--- src/rtl/key_pkg.sv ---
// Shared constants and helpers for the two-channel push-button conditioner.
// Keys are active-low: KEY_IDLE is the released level.
package key_pkg;

  localparam logic       KEY_IDLE         = 1'b1;
  localparam int         DEBOUNCE_DEFAULT = 1000000;
  localparam int         CNT_W_DEFAULT    = 20;
  localparam logic [1:0] EN_RESET_DEFAULT = 2'b01;

  // A press is an accepted transition from the idle level to the active level.
  function automatic logic isPress(input logic prevLevel, input logic curLevel);
    return (prevLevel == KEY_IDLE) && (curLevel != KEY_IDLE);
  endfunction

endpackage

--- src/rtl/debounce_chan.sv ---
// One button channel: 2-FF synchroniser, stability counter, debounced level,
// registered press pulse and a press-toggled enable flop.
module debounce_chan
  import key_pkg::*;
#(
  parameter int   DEBOUNCE_CYCLES = DEBOUNCE_DEFAULT,
  parameter int   CNT_W           = CNT_W_DEFAULT,
  parameter logic EN_INIT         = 1'b0
) (
  input  logic clk,
  input  logic rst_n,
  input  logic key_raw,
  output logic level,
  output logic press,
  output logic en
);

  localparam logic [CNT_W-1:0] CNT_MAX = CNT_W'(DEBOUNCE_CYCLES - 1);

  logic             sync1_q;
  logic             sync2_q;
  logic             stable_q;
  logic             stable_d;
  logic             stablePrev_q;
  logic [CNT_W-1:0] cnt_q;
  logic [CNT_W-1:0] cnt_d;
  logic             press_q;
  logic             press_d;
  logic             en_q;
  logic             en_d;

  // Any return to the stable value restarts the count; acceptance clears it.
  always_comb begin
    cnt_d    = cnt_q;
    stable_d = stable_q;
    if (sync2_q == stable_q) begin
      cnt_d = '0;
    end else if (cnt_q == CNT_MAX) begin
      stable_d = sync2_q;
      cnt_d    = '0;
    end else begin
      cnt_d = cnt_q + 1'b1;
    end
    press_d = isPress(stablePrev_q, stable_q);
    en_d    = en_q ^ press_d;
  end

  always_ff @(posedge clk) begin
    if (!rst_n) begin
      sync1_q      <= KEY_IDLE;
      sync2_q      <= KEY_IDLE;
      stable_q     <= KEY_IDLE;
      stablePrev_q <= KEY_IDLE;
      cnt_q        <= '0;
      press_q      <= 1'b0;
      en_q         <= EN_INIT;
    end else begin
      sync1_q      <= key_raw;
      sync2_q      <= sync1_q;
      stable_q     <= stable_d;
      stablePrev_q <= stable_q;
      cnt_q        <= cnt_d;
      press_q      <= press_d;
      en_q         <= en_d;
    end
  end

  assign level = stable_q;
  assign press = press_q;
  assign en    = en_q;

endmodule

--- src/rtl/key_debounce2.sv ---
// Two independent debounced buttons driving the scan encoder enables,
// plus per-key press pulses and debounced levels.
module key_debounce2
  import key_pkg::*;
#(
  parameter int         DEBOUNCE_CYCLES = DEBOUNCE_DEFAULT,
  parameter int         CNT_W           = CNT_W_DEFAULT,
  parameter logic [1:0] EN_RESET        = EN_RESET_DEFAULT
) (
  input  logic       clk,
  input  logic       rst_n,
  input  logic [1:0] key_in,
  output logic       EN_in1,
  output logic       EN_in0,
  output logic [1:0] key_press,
  output logic [1:0] key_level
);

  debounce_chan #(
    .DEBOUNCE_CYCLES (DEBOUNCE_CYCLES),
    .CNT_W           (CNT_W),
    .EN_INIT         (EN_RESET[1])
  ) u_chan1 (
    .clk     (clk),
    .rst_n   (rst_n),
    .key_raw (key_in[1]),
    .level   (key_level[1]),
    .press   (key_press[1]),
    .en      (EN_in1)
  );

  debounce_chan #(
    .DEBOUNCE_CYCLES (DEBOUNCE_CYCLES),
    .CNT_W           (CNT_W),
    .EN_INIT         (EN_RESET[0])
  ) u_chan0 (
    .clk     (clk),
    .rst_n   (rst_n),
    .key_raw (key_in[0]),
    .level   (key_level[0]),
    .press   (key_press[0]),
    .en      (EN_in0)
  );

endmodule

--- config.mk ---
export PLATFORM = sky130hd
export DESIGN_NAME = key_debounce2
export DESIGN_NICKNAME = d
export VERILOG_FILES = /design/src/rtl/key_pkg.sv /design/src/rtl/debounce_chan.sv /design/src/rtl/key_debounce2.sv
export SDC_FILE = /design/constraint.sdc
export NUM_CORES = 1
export LEC_CHECK = 0
export ABC_AREA = 1
export ABC_CLOCK_PERIOD_IN_PS = 1400
export CAP_MARGIN = 20
export CELL_PAD_IN_SITES_DETAIL_PLACEMENT = 1
export CELL_PAD_IN_SITES_GLOBAL_PLACEMENT = 1
export CORE_MARGIN = 3
export CORE_UTILIZATION = 35
export CTS_BUF_LIST = sky130_fd_sc_hd__clkbuf_4 sky130_fd_sc_hd__clkbuf_8
export DETAILED_ROUTE_END_ITERATION = 10
export GPL_TIMING_DRIVEN = 0
export PLACE_DENSITY = 0.74
export SYNTH_ARGS = -nofsm -noshare
export SYNTH_HDL_FRONTEND = slang
export SYNTH_SLANG_ARGS = --single-unit
--- constraint.sdc ---
create_clock -name clk -period 1.4 [get_ports clk]
set_input_delay 0.28 -clock clk [delete_from_list [all_inputs] [get_ports clk]]
set_output_delay 0.28 -clock clk [all_outputs]
set_load 0.01 [all_outputs]
==> results of run 1 <==
==> Yosys cell counts (2+ instances only) <==
cell / instances
a21oi_2: 3
nor2_1: 76
or2_1: 2
ha_1: 2
nand3_1: 20
or2_2: 5
nand2_1: 88
xnor2_1: 7
nor2_4: 3
a21oi_1: 12
buf_4: 6
nor2_2: 5
xor2_1: 11
nand3_2: 4
nand3b_1: 2
nand4_1: 6
o21ai_0: 7
dfxtp_1: 52
inv_2: 2
inv_1: 34
or2_0: 2
==> through the flow <==
step                total power, mW  hold slack, ns  cells  setup slack, ns
CTS                            2.46           0.384    475          0.00224
finish                         2.44           0.384    488           0.0198
floorplan                      1.55           0.349    357           0.0461
global placement               1.56           0.394    462           -0.322
global route                   2.55           0.395    488          -0.0693
detailed placement             1.56           0.407    462           -0.350
==> layer usage <==
| metal | track usage (%) | vias to the layer above | routed length (µm) |
|---|---|---|---|
| li1 | - | 1173 | - |
| met1 | 18.7 | 1061 | 2920 |
| met2 | 27.2 | 14 | 3300 |
| met3 | 3.07 | 7 | 107 |
| met4 | 5.03 | 0 | 71 |
| met5 | 0 | - | 0 |
==> final cells by class <==
type                    instances  area [µm²]  area share [%]
plain buffers                   7        71.3            2.23
clock buffers                   5        68.8            2.15
clock inverters                 3        22.5           0.705
inverters                      36         135            4.23
multi-input cells             262        1440            44.9
flip-flops and latches         52        1080            33.9
well taps                      96         120            3.76
repair buffers                 27         258            8.07
==> logic make-up after synthesis <==
| group | Yosys count | synth area share [%] |
|---|---|---|
| AND/OR/NAND/NOR | 218 | 38.7 |
| buffers and inverters | 43 | 7.56 |
| AO/OA/AOI/OAI | 24 | 5.39 |
| adder cells (fa/ha/maj) | 2 | 0.988 |
| flip-flops | 52 | 41.1 |
| XOR/XNOR | 18 | 6.23 |
==> layout by cell type (no fill, tap or decap), types with 5 or more instances in the layout <==
master / netlist / final
xnor2_1: 7 / 7
dlygate4sd2_1: 0 / 6
nor2_4: 3 / 6
a21oi_2: 3 / 5
dfxtp_1: 52 / 27
clkbuf_8: 0 / 5
inv_1: 34 / 34
nand2_1: 88 / 85
xor2_1: 11 / 11
nand4_1: 6 / 6
o21ai_0: 7 / 6
nor2_1: 76 / 62
or2_2: 5 / 5
buf_4: 6 / 19
dfxtp_2: 0 / 20
dfxtp_4: 0 / 5
nor2_2: 5 / 16
a21oi_1: 12 / 10
nand3_1: 20 / 19
==> power by group through the flow <==
stage / Sequential (mW) / Clock [mW] / Combinational [mW]
after detailed placement: 1.52 / 0 / 0.0405
after floorplan: 1.52 / 0 / 0.0227
final: 1.48 / 0.902 / 0.0615
after global routing: 1.48 / 1.00 / 0.0680
after CTS: 1.49 / 0.926 / 0.0458
after global placement: 1.52 / 0 / 0.0398
==> worst min-delay path by stage <==
stage | start | endpoint | slack, ns | cells past startpoint
6_report | rst_n | u_chan0.stablePrev_q | 0.38 | 2
5_1_grt | rst_n | u_chan1.stablePrev_q | 0.40 | 2
4_1_cts | rst_n | u_chan0.stablePrev_q | 0.38 | 2
3_5_place_dp | u_chan0.sync1_q | u_chan0.sync2_q | 0.41 | 1
3_3_place_gp | u_chan1.sync1_q | u_chan1.sync2_q | 0.39 | 1
2_1_floorplan | rst_n | u_chan0.stablePrev_q | 0.35 | 1
==> timing repair <==
| action | 4_1_cts | 5_1_grt |
|---|---|---|
| buffers inserted | 4 | 11 |
| hold buffers | 0 | 0 |
| endpoints found under the hold margin | 0 | 0 |
| pin swaps | 2 | 10 |
| endpoints found under the setup margin | 47 | 40 |
| gates resized for setup | 30 | 49 |
| cloned | 1 | 2 |
==> run summary, run 1 <==
Area growth, synth to finish: 26.2%
Die area: 8290 µm²
Fill cells: 883
Post-Route Setup TNS: 0 ns
CP max stage delay: 0.38 ns
YS warnings: 0
CP Max Fanout: 5
Htree depth: 2
Status: completed
Netlist cell types: 29
Power Dens Cells: 765 nW/µm²
Die X: 91.1 µm
Drt total wl: 6400 µm
Crit Path Class: register to register
R2r endpoint: u_chan1.cnt_q[2]
Worst VDD drop: 0.428 mV
Final setup vio count: 0
Leak: 1.09 nW
Final Hold Viols: 0
Root buf cell: clkbuf_8
Worst reg2reg setup slack: 0.02 ns
Synth Area per Inst: 7.09 µm²
WP buf/inv: 1
Tightest Pin Transition: 0.289 ns
Syn Nets: 363
Util after Layout: 46.3%
Critical Path Start Type: register
Fmax achieved: 0.725 GHz
Initial DRC count: 50
Post-synth top area share: 41.1%
Slowest stage cell on the critical path: dfxtp_4
Tot GR Track Use: 15.4%
Clock buffer depth: 2
Post-synthesis cell area: 2530 µm²
PortBufs: 9
Worst setup endpoint: u_chan1.cnt_q[2]
Rows: 30
Crit path DAT: 1.58 ns
Vias per cell: 4.62
Drt pass-1 iters: 4
CP Depth: 7
Vias in the first global route: 2271
Pins Over Slew Limit: 0
Seq/Total Area, Yosys: 41.1%
Fin nets: 397
Initial antenna violation count: 0
Crit. End Element: register
CP top delay family: simple AND/OR/NAND/NOR gates
FF-to-FF Start: u_chan1.cnt_q[0]
Clk pwr share: 36.9%
Global-route wire length before repair: 10500 µm
Total gr overflow: 0
Crit share post-route: 98.6%
TritonCTS Buffers: 5
Sw Pwr: 0.576 mW
Vias: 2255
CTS tree: built
Slew HR: 80.7%
Yosys top cell by area: dfxtp_1
Synth Flop Type: dfxtp_1
Synth top area cells: dfxtp_1, nand2_1, nor2_1
Hold Crit Class: primary input to register
Clk_skew: 0.0137 ns
Post-route minimum period: 1.38 ns
WP data required: 1.60 ns
Placed instance area: 2740 µm²
Io pins: 10
Flop pwr share: 60.6%
Crit path launch: u_chan1.cnt_q[0]
N_diodes: 0
Number of enable flip-flop cells after synthesis: 0
Clock Sinks: 52
Residual DRC: 0
Initial Utilization: 36.7%
Post-DR wirelength/cell: 13.1 µm
Clock Latency Late Sink: 0.31 ns
Critical path cell sequence: ha_4, nand3_4, nor3_4, nand3_2, nand2_4, clkbuf_16, nor2_2
Antenna Nets Post-Route: 0
Core Area: 6910 µm²
Fraction of final layout cells sized beyond drive strength 1: 27.3%
RSZ-0062 raised after global routing: true
Post-Synthesis Cells: 357
Design Area, Final: 3200 µm²
Internal: 1.87 mW
Clock transition at the registers of the reported paths: 0.10 ns
Max cap viols: 0
Combinational share of power: 2.5%
Largest regs: u_chan0.cnt_q x20, u_chan1.cnt_q x20
Reg2Reg Depth: 7
Synth Register Bits: 52
Die height: 91.1 µm
Post-synth ARST share: 0%
Switching share of total power: 23.6%
Dpl hpwl: 4500 µm
Largest net degree at the start of global routing: 18
GPL Wtd Cong: 0.780
No activity file was read; power rests on OpenSTA's default activity.
==> inputs of run 2 (changes only) <==
Settings changed: CORE_UTILIZATION 35 to 30, PLACE_DENSITY 0.74 to 0.66.
==> run 2 against run 1 <==
  * Register-to-register slack about the same
  * Power increased by 0.76%
  * Clock-buffer cell count unchanged
  * Via count decreased by 0.93%
  * Sequential share of layout area increased by 0.98 points
  * Final cell count unchanged
  * First-iteration DRC count decreased by 22%
  * Wire length decreased by 6.0%
  * Flip-flop and latch count unchanged
  * Combinational power decreased by 14%
  * Non-clock buffer count decreased by 6
  * Worst hold slack improved by 0.012 ns
  * Critical path type unchanged
  * Critical endpoint unchanged
  * Largest power group unchanged
==> run summary, run 2 (same netlist as run 1, synthesis figures left out) <==
Status: completed
FF-to-FF Start: u_chan1.cnt_q[1]
CP top delay family: simple AND/OR/NAND/NOR gates
Crit share post-route: 99.1% (+0.49 points)
Final Hold Viols: 0 (unchanged)
Die area: 9580 µm² (+16%)
Hold Crit Class: primary input to register
Pins Over Slew Limit: 0 (unchanged)
Htree depth: 2 (unchanged)
Most common cell after layout, fill and taps aside: nand2_1
Critical path cell sequence: ha_4, nand3_4, nor3_4, nand3_2, nand2_4, buf_8, nor2_1
Post-route minimum period: 1.39 ns (+0.00685 ns)
Slowest stage cell on the critical path: dfxtp_2
Drt pass-1 iters: 4 (unchanged)
Leak: 1.02 nW (-6.4%)
Io pins: 10 (unchanged)
WP buf/inv: 1 (unchanged)
Drt total wl: 6020 µm (-6.0%)
Total gr overflow: 0 (unchanged)
N_diodes: 0 (unchanged)
Power Dens Cells: 800 nW/µm² (+4.5%)
Antenna Nets Post-Route: 0 (unchanged)
Tot GR Track Use: 13.0% (-2.5 points)
Vias in the first global route: 2303 (+1.4%)
Root buf cell: clkbuf_8
Vias per cell: 4.58 (-0.93%)
Largest regs: u_chan0.cnt_q x20, u_chan1.cnt_q x20
Initial Utilization: 31.8% (-4.9 points)
Hold WS: 0.396 ns (+0.0117 ns)
Die height: 97.9 µm (+7.5%)
Residual DRC: 0 (unchanged)
Most frequent cells in the layout: nand2_1, nor2_1, inv_1
Worst setup endpoint: u_chan1.cnt_q[2]
Crit path DAT: 1.59 ns (about the same)
Clk_skew: 0.00641 ns (-0.00726 ns)
CP Depth: 7 (unchanged)
CTS tree: built
Post-DR wirelength/cell: 12.3 µm (-6.0%)
Crit path launch: u_chan1.cnt_q[1]
Crit. End Element: register
Crit Path Class: register to register
WP data required: 1.61 ns (about the same)
Max cap viols: 0 (unchanged)
Clock Latency Late Sink: 0.31 ns (about the same)
Post-Route Setup TNS: 0 ns (unchanged)
Metal-1 WL: 2920 µm (-0.14%)
Fin nets: 391 (-1.5%)
Die X: 97.9 µm (+7.5%)
Critical Path Start Type: register
Core Area: 7970 µm² (+15%)
R2r endpoint: u_chan1.cnt_q[2]
Rows: 32 (+6.7%)
Met3 wire length: 155 µm (+45%)
Clock buffer depth: 2 (unchanged)
RSZ-0062 raised after global routing: true
Initial DRC count: 39 (-22%)
Dpl hpwl: 4500 µm (about the same)
Top sig layer: met4
GPL Wtd Cong: 0.771 (-1.2%)
Worst slack, placed: -0.339 ns (+0.0112 ns)
Vias: 2234 (-0.93%)
Final setup vio count: 0 (unchanged)
Fmax achieved: 0.721 GHz (-0.49%)
Initial antenna violation count: 0 (unchanged)
Area growth, synth to finish: 21.6%
Worst VDD drop: 0.422 mV (-1.4%)
CP max stage delay: 0.38 ns (about the same)
Slew HR: 79.5% (-1.1 points)
Metal2 WL: 2910 µm (-12%)
Clock Sinks: 52 (unchanged)
CP Max Fanout: 10 (+5)
Worst reg2reg setup slack: 0.01 ns (about the same)
Final worst slack: 0.0130 ns (-0.00685 ns)
Non-filler cells, final: 488 (unchanged)
Fraction of final layout cells sized beyond drive strength 1: 23.1% (-4.2 points)
PortBufs: 9 (unchanged)
Global-route wire length before repair: 10500 µm (unchanged)
Tightest Pin Transition: 0.306 ns (+0.0171 ns)
TritonCTS Buffers: 5 (unchanged)
Largest net degree at the start of global routing: 19 (+1)
Placed instance count: 468 (+1.3%)
Clock transition at the registers of the reported paths: 0.11 ns (about the same)
Reg2Reg Depth: 7 (unchanged)
run 2: area by class of cell:
type / count / area (µm²)
fill: 1000 / 4890
sequential: 52 / 1080
inverter: 36 / 135
multi-input combinational: 262 / 1400
buffer: 7 / 71.3
clock buffer: 5 / 68.8
timing repair buffer: 21 / 175
tap: 102 / 128
clock inverter: 3 / 26.3
run 2: report_power, final:
part / total, mW / internal, mW / switching, mW / leakage [nW]
Sequential: 1.48 / 1.48 / 0.00449 / 0.429
Clock: 0.928 / 0.370 / 0.558 / 0.0491
Combinational: 0.0526 / 0.0258 / 0.0268 / 0.543
run 2: metal layers:
| metal | vias to the layer above | track usage, % |
|---|---|---|
| met5 | - | 0 |
| met4 | 0 | 3.51 |
| met3 | 2 | 2.00 |
| met2 | 13 | 22.8 |
| met1 | 1065 | 16.5 |
| li1 | 1154 | - |
run 2: worst min-delay path by stage:
stage,from,cells past startpoint,endpoint,slack (ns)
after global placement,u_chan0.sync1_q,1,u_chan0.sync2_q,0.39
after floorplan,rst_n,1,u_chan0.stablePrev_q,0.35
after global routing,rst_n,2,u_chan0.stablePrev_q,0.40
final,rst_n,2,u_chan1.stablePrev_q,0.40
after CTS,rst_n,2,u_chan1.stablePrev_q,0.39
after detailed placement,u_chan0.sync1_q,1,u_chan0.sync2_q,0.41
run 2: stage by stage:
step / utilization (%) / instance area, µm² / total power [mW]
2_1_floorplan: - / 2530 / 1.55
3_3_place_gp: 34.5 / 2750 / 1.56
3_5_place_dp: 34.5 / 2750 / 1.57
4_1_cts: 37.3 / 2970 / 2.50
5_1_grt: 38.7 / 3080 / 2.58
6_report: 38.7 / 3080 / 2.46
run 2: worst register-to-register path, stage by stage (launching register included):
cell and delay [ns]:
dfxtp_2 0.38, ha_4 0.15, nand3_4 0.11, nor3_4 0.21, nand3_2 0.13, nand2_4 0.12
buf_8 0.14, nor2_1 0.05
run 2: repair_timing:
item                                    in CTS  in global routing
endpoints found under the setup margin      47                 40
hold buffers                                 0                  0
pin swaps                                    2                  7
gates cloned                                 1                  0
setup buffers                                5                  6
gates resized for setup                     33                 28
==> inputs of run 3 (changes only) <==
Settings changed: ABC_CLOCK_PERIOD_IN_PS 1400 to 1200.
Clock period 1.4 ns to 1.2 ns, I/O delays scaled along.
==> run 3 against run 2 <==
  * The run now ends with negative setup slack left
  * Clock skew is 0.0049 ns higher
  * Register-to-register slack lost 0.21 ns
  * Clock-buffer cell count is the same
  * Wire length up 13%
  * Worst hold slack lost 0.011 ns
  * Largest cell class unchanged
==> run summary, run 3 (same netlist as run 1, synthesis figures left out) <==
Max cap viols: 0 (unchanged)
Post-Route Setup TNS: -5.27 ns (-5.27 ns)
Failing checks: negative setup slack
Slowest stage cell on the critical path: dfxtp_2
Clock transition at the registers of the reported paths: 0.09 ns (-0.02 ns)
Power Dens Cells: 860 nW/µm² (+7.6%)
Crit Path Class: register to register
Met2 GRT Util: 25.1% (+2.3 points)
Post-DR wirelength/cell: 13.4 µm (+8.3%)
Initial antenna violation count: 0 (unchanged)
Dpl hpwl: 4490 µm (-0.12%)
FF-to-FF Start: u_chan1.cnt_q[1]
Largest regs: u_chan0.cnt_q x20, u_chan1.cnt_q x20
Pins Over Slew Limit: 0 (unchanged)
Rows: 32 (unchanged)
Final worst slack: -0.194 ns (-0.207 ns)
Core Area: 7970 µm² (unchanged)
Met1 Use GR: 17.3% (+0.83 points)
Slew HR: 79.7% (+0.23 points)
Clk_skew: 0.0113 ns (+0.00492 ns)
Tot GR Track Use: 14.1% (+1.1 points)
PortBufs: 9 (unchanged)
Fmax achieved: 0.717 GHz (-0.53%)
Largest net degree at the start of global routing: 17 (-2)
Drt pass-1 iters: 4 (unchanged)
Crit path DAT: 1.60 ns (about the same)
Vias per cell: 4.59 (+0.22%)
Drt total wl: 6770 µm (+13%)
Vias: 2326 (+4.1%)
Worst slack, placed: -0.511 ns (-0.172 ns)
Fill cells: 982 (-1.8%)
Most common cell after layout, fill and taps aside: nand2_1
CP Max Fanout: 5 (-5)
Antenna Nets Post-Route: 0 (unchanged)
Grt met3 use: 2.64% (+0.64 points)
HP Start: rst_n
Die X: 97.9 µm (unchanged)
Root buf cell: clkbuf_8
Final setup vio count: 42 (+42)
Status: finished, violations left
Global-route wire length before repair: 11000 µm (+5.7%)
Crit share post-route: 116% (+17 points)
Final Hold Viols: 0 (unchanged)
GPL Wtd Cong: 0.765 (-0.77%)
Post-route minimum period: 1.39 ns (+0.00737 ns)
Worst VDD drop: 0.788 mV (+87%)
RSZ-0062 raised after global routing: true
Vias in the first global route: 2350 (+2.0%)
Hold path cells: 2 (unchanged)
Die area: 9580 µm² (unchanged)
Initial DRC count: 25 (-36%)
Area growth, synth to finish: 39.8%
Crit. End Element: register
Io pins: 10 (unchanged)
Critical Path Start Type: register
Initial Utilization: 31.8% (unchanged)
N_diodes: 0 (unchanged)
Clock buffer depth: 2 (unchanged)
CP max stage delay: 0.36 ns (-0.02 ns)
Leak: 1.17 nW (+14%)
Layer with the highest usage: met2
Hold Crit Class: primary input to register
Crit path launch: u_chan1.cnt_q[1]
Htree depth: 2 (unchanged)
Most frequent cells in the layout: nand2_1, nor2_1, inv_1
Critical path cell sequence: ha_4, nand3_4, nor3_4, nand3_2, nand2_4, clkbuf_16, a21oi_2
Fin nets: 410 (+4.9%)
Total gr overflow: 0 (unchanged)
WP data required: 1.41 ns (-0.20 ns)
Fraction of final layout cells sized beyond drive strength 1: 41.5% (+18 points)
Clock Latency Late Sink: 0.31 ns (about the same)
Residual DRC: 0 (unchanged)
Total power: 3.05 mW (+24%)
Die height: 97.9 µm (unchanged)
Hold_buf cts: 0 (unchanged)
Clock Sinks: 52 (unchanged)
Sequential cell area: 1090 µm² (+1.3%)
TritonCTS Buffers: 5 (unchanged)
CTS tree: built
Tightest Pin Transition: 0.304 ns (-0.00261 ns)
Reg2Reg Depth: 7 (unchanged)
Multi-input logic area: 1650 µm² (+18%)
==> run 3: report_power, final <==
group	internal, mW	total [mW]	switching (mW)
logic	0.0419	0.0854	0.0435
registers	1.72	1.72	0.00446
clock network	0.618	1.24	0.620
==> run 3: per-stage QoR <==
step           area [µm²]  util (%)  hold WS, ns  std cells
3_3_place_gp         2810      35.2        0.393        468
5_1_grt              3540      44.4        0.409        507
4_1_cts              3280      41.2        0.355        501
3_5_place_dp         2810      35.2        0.401        468
6_report             3540      44.4        0.385        507
2_1_floorplan        2590         -        0.309        357
==> run 3: critical path: cells and delay by family, from the launching register on <==
kind | cells | cell delay, ns
flops | 1 | 0.36
compound gates | 1 | 0.03
buf+inv | 1 | 0.18
fa+ha+maj | 1 | 0.15
simple gates | 4 | 0.58
==> run 3: layout make-up <==
type                    instances  share of cell area (%)
clock inverters                 3                    1.20
well taps                     102                    3.61
plain buffers                   6                    1.73
multi-input cells             262                    46.5
flip-flops and latches         52                    30.8
clock buffers                   5                    1.94
repair buffers                 41                    10.4
inverters                      36                    3.82
==> run 3: worst paths after layout <==
path	end	slack [ns]
min	u_chan1.stablePrev_q	0.39
max	u_chan1.cnt_q[19]	-0.19
min reg2reg	u_chan0.sync2_q	0.42
max reg2reg	u_chan1.cnt_q[19]	-0.19
==> run 3: per-layer routing <==
layer | vias up | wire length (µm)
met1 | 1124 | 3080
met5 | - | 0
met3 | 5 | 92
met4 | 0 | 59
li1 | 1190 | -
met2 | 7 | 3540
==> run 3: repair_timing <==
action | CTS | global route
endpoints found under the hold margin | 0 | 0
endpoints found under the setup margin | 48 | 46
pin swaps | 12 | 21
gates resized for setup | 71 | 81
buffers inserted | 23 | 7
cloned | 2 | 1
